**src/rtl/block_sync.sv**
```systemverilog
// block_sync: receive-side 64b/66b block aligner and gearbox.
// Turns a continuous 32-bit transceiver stream into per-block beats for the
// descrambler: a header beat carrying the sync header and payload[31:0],
// then a data beat carrying payload[63:32]. A slip request drops one stream bit
// so an external lock FSM can walk the framing until headers line up.
module block_sync #(
   parameter int DATA_WIDTH = 32,
   parameter int HDR_WIDTH  = 2
) (
   input  logic                  i_clk,
   input  logic                  i_reset_n,
   input  logic [DATA_WIDTH-1:0] i_rx_data,
   input  logic                  i_slip,
   output logic [DATA_WIDTH-1:0] o_tx_data,
   output logic [HDR_WIDTH-1:0]  o_tx_sync_hdr,
   output logic                  o_tx_data_valid
);

   // Residual buffer holds at most 33 bits; stream = residual + one word.
   localparam int RES_W = DATA_WIDTH + 1;
   localparam int STR_W = RES_W + DATA_WIDTH;
   localparam int HB_W  = HDR_WIDTH + DATA_WIDTH;
   localparam int CNT_W = $clog2(STR_W + 1);

   typedef enum logic {
      PH_HDR,
      PH_DATA
   } phase_e;

   logic [DATA_WIDTH-1:0] rx_data_q;
   logic                  slip_q;

   logic [RES_W-1:0]      res_q,      res_d;
   logic [CNT_W-1:0]      fill_q,     fill_d;
   phase_e                phase_q,    phase_d;
   logic [DATA_WIDTH-1:0] tx_data_q,  tx_data_d;
   logic [HDR_WIDTH-1:0]  tx_hdr_q,   tx_hdr_d;
   logic                  tx_valid_q, tx_valid_d;

   logic [STR_W-1:0]      cat_s;
   logic [STR_W-1:0]      str_s;
   logic [CNT_W-1:0]      len_s;

   // Input register: capture the transceiver word and slip request every cycle.
   // NOTE: no reset here on purpose; the word present in the last reset cycle
   // must survive so it becomes the first word processed after reset.
   always_ff @(posedge i_clk) begin
      // NOTE: non-blocking assignments for all registered state, so every
      // flop samples the pre-edge value regardless of statement order.
      rx_data_q <= i_rx_data;
      slip_q    <= i_slip;
   end

   // Gearbox: append the word above the residue, apply slip, emit one beat.
   always_comb begin
      // NOTE: every signal gets a default before any branch so no path
      // leaves one unassigned and no latch is inferred.
      cat_s      = ({{RES_W{1'b0}}, rx_data_q} << fill_q) | {{DATA_WIDTH{1'b0}}, res_q};
      str_s      = slip_q ? (cat_s >> 1) : cat_s;
      len_s      = fill_q + CNT_W'(DATA_WIDTH) - CNT_W'(slip_q);
      res_d      = RES_W'(str_s);
      fill_d     = len_s;
      phase_d    = phase_q;
      tx_data_d  = tx_data_q;
      tx_hdr_d   = tx_hdr_q;
      tx_valid_d = 1'b0;

      if (phase_q == PH_HDR && len_s >= CNT_W'(HB_W)) begin
         tx_hdr_d   = str_s[HDR_WIDTH-1:0];
         tx_data_d  = str_s[HDR_WIDTH +: DATA_WIDTH];
         tx_valid_d = 1'b1;
         res_d      = RES_W'(str_s >> HB_W);
         fill_d     = len_s - CNT_W'(HB_W);
         phase_d    = PH_DATA;
      end else if (phase_q == PH_DATA && len_s >= CNT_W'(DATA_WIDTH)) begin
         tx_data_d  = str_s[DATA_WIDTH-1:0];
         tx_valid_d = 1'b1;
         res_d      = RES_W'(str_s >> DATA_WIDTH);
         fill_d     = len_s - CNT_W'(DATA_WIDTH);
         phase_d    = PH_HDR;
      end
      // Otherwise stall: keep the whole stream as residue, phase unchanged.
   end

   // Gearbox state and output registers with synchronous active-low reset.
   always_ff @(posedge i_clk) begin
      if (!i_reset_n) begin
         res_q      <= '0;
         fill_q     <= '0;
         phase_q    <= PH_HDR;
         tx_data_q  <= '0;
         tx_hdr_q   <= '0;
         tx_valid_q <= 1'b0;
      end else begin
         res_q      <= res_d;
         fill_q     <= fill_d;
         phase_q    <= phase_d;
         tx_data_q  <= tx_data_d;
         tx_hdr_q   <= tx_hdr_d;
         tx_valid_q <= tx_valid_d;
      end
   end

   assign o_tx_data       = tx_data_q;
   assign o_tx_sync_hdr   = tx_hdr_q;
   assign o_tx_data_valid = tx_valid_q;

endmodule

```
**config.mk**
```make
export PLATFORM = sky130hd
export DESIGN_NAME = block_sync
export DESIGN_NICKNAME = d
export VERILOG_FILES = /design/src/rtl/block_sync.sv
export SDC_FILE = /design/constraint.sdc
export NUM_CORES = 1
export LEC_CHECK = 0
export ABC_AREA = 1
export CORE_ASPECT_RATIO = 0.75
export CORE_MARGIN = 4
export CORE_UTILIZATION = 46
export CTS_CLUSTER_SIZE = 12
export DETAILED_ROUTE_END_ITERATION = 8
export HOLD_SLACK_MARGIN = 0.02
export PLACE_DENSITY = 0.66
export SKIP_CTS_REPAIR_TIMING = 1
export SLEW_MARGIN = 5
export SYNTH_ARGS = -nofsm -noshare
export SYNTH_HDL_FRONTEND = slang
export SYNTH_SLANG_ARGS = --single-unit
```
**constraint.sdc**
```tcl
create_clock -name i_clk -period 6.22 [get_ports i_clk]
set_input_delay 0.933 -clock i_clk [delete_from_list [all_inputs] [get_ports i_clk]]
set_output_delay 0.933 -clock i_clk [all_outputs]
set_load 0.005 [all_outputs]
```
==> flow_summary.rst <==
.. list-table::
   :header-rows: 1

   * - Metric
     - Value
   * - Worst slew slack as a fraction of its limit
     - between 30% and 40%
   * - Top-level I/O count
     - 70
   * - Main flop type after synthesis
     - dfxtp_1
   * - Wire length after detailed routing
     - 27600 um
   * - Overall die height
     - roughly 120 um
   * - Cell Area, Synth
     - ~0.0083 mm^2
   * - Antenna violations before repair
     - 0
   * - Share of the yosys chip area belonging to registers
     - 26.3%
   * - Maximum clock frequency
     - around 0.23 GHz
   * - Via count of the routed design
     - just over 9k
   * - Post-synth EDFFs
     - 0
   * - Portion of total power attributed to combinational logic
     - between 70% and 80%
   * - Fraction of synthesis flops using an asynchronous set or reset pin
     - 0%
   * - Detailed Route Iter0 Violations
     - around 1.1k
   * - Pins Over Slew Limit
     - 0
   * - Final worst hold slack
     - 0.468 ns
   * - Critical path fanouts, max
     - 58
   * - Maximum number of buffers from clock root to sink
     - 2
   * - Number of clock buffers inserted by TritonCTS
     - 9
   * - Fin Clk Skew
     - 0.0113 ns
   * - Share of layout cells above drive strength 1
     - about 4.3%
   * - Width of the die
     - ~160 um
   * - Final setup violation count
     - 0
   * - Post-route ant nets
     - 0
   * - Buffer cell driving the clock tree root
     - clkbuf_16
   * - Final-layout setup total negative slack
     - 0 ns
   * - Worst setup slack for register-to-register paths
     - between 1.5 and 2 ns
   * - Static Leak
     - between 4 and 5 nW
   * - Aggregate global routing overflow
     - 0
   * - Number of instances in the synthesized netlist
     - around 1.4k
   * - Critical path class
     - reg -> reg
   * - Shortest period the worst path allows
     - 4.26 ns
   * - DR WL/cell
     - between 15 and 20 um
   * - Weighted congestion reported at the end of routability-driven placement
     - a little under 1
   * - Number of global-route vias before repair
     - a little over 8k
   * - Via-to-Cell Ratio
     - roughly 5.7
   * - Switching share of total power
     - around 57%
   * - Nets
     - around 1.4k
   * - P_int
     - 2.76 mW
   * - Drt drc
     - 0
   * - Top-area cell type share of the netlist area
     - 29.8%
   * - Pin count of the biggest net entering global routing
     - 67
   * - Setup WS pre-CTS
     - approximately 2.1 ns
   * - Biggest area contributors in the synthesized netlist
     - nand3_1 30%, dfxtp_1 26%, nand2_1 17%
   * - Total power divided by cell area
     - just under 700 mW/mm^2
   * - Clock tree from TritonCTS
     - yes
   * - Result of the run
     - completed
   * - Area of the multi-input gates
     - between 0.005 and 0.006 mm^2
   * - Clk slew on worst S/H paths
     - ~0.080 ns
   * - Average cell area after synthesis
     - 5.91 um^2
   * - IO buf count
     - between 60 and 70
   * - Register area
     - between 0.002 and 0.0025 mm^2
   * - Syn. warnings
     - 0
   * - Post-detailed-placement half-perimeter wirelength
     - 20400 um
   * - Initial core utilization
     - a little under half
   * - H-tree depth
     - 3
   * - Cell accounting for the most synthesized area
     - nand3_1
   * - P&R area growth vs syn
     - 10.8%
   * - ANT cells
     - 0
   * - Setup repair after global routing missed its margin
     - no
   * - Final cycle utilization of the critical path
     - 68.5%
   * - Std-Cell Core Area
     - 0.0177 mm^2
   * - Maximum ir drop on the vdd rail
     - around 1100 uV
   * - Nature of the critical path endpoint
     - register
   * - Required time of the critical path
     - ~6.5 ns
   * - Worst path arrival time
     - roughly 4.6 ns
   * - Clk pwr share
     - 9.7%
   * - Switching Power
     - about 3.6 mW
   * - Count of distinct cell types in the synthesized netlist
     - 38
   * - Clock latency on the worst-skew pair
     - around 0.36 ns
   * - Detailed-routing iteration count for the pre-antenna-repair pass
     - 6
   * - Relative contribution of sequential cells to total power
     - roughly 16%
   * - Post-synthesis net count
     - between 1k and 1.5k
   * - Flip-flop and latch count after synthesis
     - between 100 and 150
   * - Filler instances
     - 1929
   * - Final setup slack of the worst path
     - between 1.5 and 2 ns
   * - Worst Hold Class
     - reg -> reg
   * - Total count of hold-check failures in the final report
     - 0
   * - Row Count
     - 42
   * - Die area
     - 0.0203 mm^2
   * - Max capacitance violation total
     - 0
   * - Global-route wire length before repair
     - 44200 um
   * - Worst slew pin tran
     - 0.971 ns
   * - Global Route Usage Sum
     - about a quarter
   * - Worst setup SP type
     - register
   * - Clock sink count
     - roughly 110
-- metrics by stage --
stage	instances	instance area (um^2)	util, %	power, mW
after floorplan	1405	8310	-	4.74
after CTS	1650	9210	52.0	6.38
after global routing	1650	9210	52.0	7.06
after detailed placement	1634	8890	50.2	5.74
after global placement	1634	8890	50.2	5.71
final	1650	9210	52.0	6.40
-- registers in the layout (all words and copies together), names as in the netlist --
signal and count:
phase_q 1, o_tx_sync_hdr 2, rx_data_q 32, res_q 33, o_tx_data_valid 1, slip_q 1
fill_q 7, o_tx_data 32
-- cells by family after synthesis --
group                    count (synthesis)  synth area share (%)
AND/OR/NAND/NOR                        940                  52.1
buffers and inverters                  230                  12.5
AO/OA/AOI/OAI                          113                  7.15
flip-flops                             109                  26.3
adder cells (fa/ha/maj)                 11                  1.75
XOR/XNOR                                 2                 0.211
-- worst paths after layout --
| kind | start | end | cells past startpoint |
|---|---|---|---|
| max | fill_q[1] | res_q[12] | 19 |
| min | o_tx_sync_hdr[1] | o_tx_sync_hdr[1] | 2 |
| max reg2reg | fill_q[1] | res_q[12] | 19 |
| min reg2reg | o_tx_sync_hdr[1] | o_tx_sync_hdr[1] | 2 |
-- Yosys cell counts, types with 14 or more instances --
| master | count |
|---|---|
| o21ai_0 | 38 |
| buf_2 | 22 |
| inv_1 | 124 |
| buf_1 | 14 |
| dfxtp_1 | 109 |
| clkbuf_1 | 38 |
| nand3_1 | 495 |
| nand4_1 | 23 |
| nor2_1 | 22 |
| a21oi_1 | 55 |
| buf_6 | 14 |
| nand2_1 | 375 |
-- layout make-up --
cell class,instances,share of cell area [%]
Clock inverter,6,0.843
Inverter,133,5.53
Timing Repair Buffer,84,8.73
Sequential cell,109,23.7
Multi-Input combinational cell,1066,55.3
Tap cell,242,3.29
Clock buffer,10,2.60
-- cells in the final DEF (no fill, tap or decap), drive strengths merged, types with 2 or more instances in the layout --
cell type	instances
clkbuf	10
buf	15
a31oi	4
o21bai	2
o21ai	47
nand3	497
and2	2
nand2	383
clkinv	5
nor3	2
dfxtp	109
inv	132
nor2	27
nand3b	3
a21oi	58
xnor2	2
ha	10
nand4	24
clkdlybuf4s50	69
-- worst max-delay path: stages, from the launching register on --
cell and delay (ns):
dfxtp_1 0.30, buf_4 0.23, inv_2 0.49, ha_1 0.29
inv_1 0.06, fa_1 0.39, nand3b_1 0.19, nand2_1 0.08
nand2_1 0.06, nand2_1 0.12, inv_1 0.07, ha_1 0.19
nand2_1 0.09, nand2_2 0.08, nand2_4 0.52, inv_2 0.29
buf_4 0.30, a21oi_1 0.26, nand2_1 0.09, inv_1 0.06
-- power groups by stage --
stage	combinational, mW	sequential (mW)	clock [mW]
global route	5.36	1.04	0.661
floorplan	3.73	1.01	0
detailed placement	4.71	1.03	0
global placement	4.68	1.03	0
CTS	4.72	1.02	0.637
finish	4.77	1.02	0.618
-- metal layers --
layer / track usage [%] / part of all wire (%) / vias to the layer above
met2: 39.0 / 42 / 338
met1: 41.2 / 48 / 4260
met5: 0 / 0 / -
met3: 3.67 / 7.5 / 35
li1: - / - / 4696
met4: 6.07 / 1.9 / 0
(Power assumes the default switching activity.)
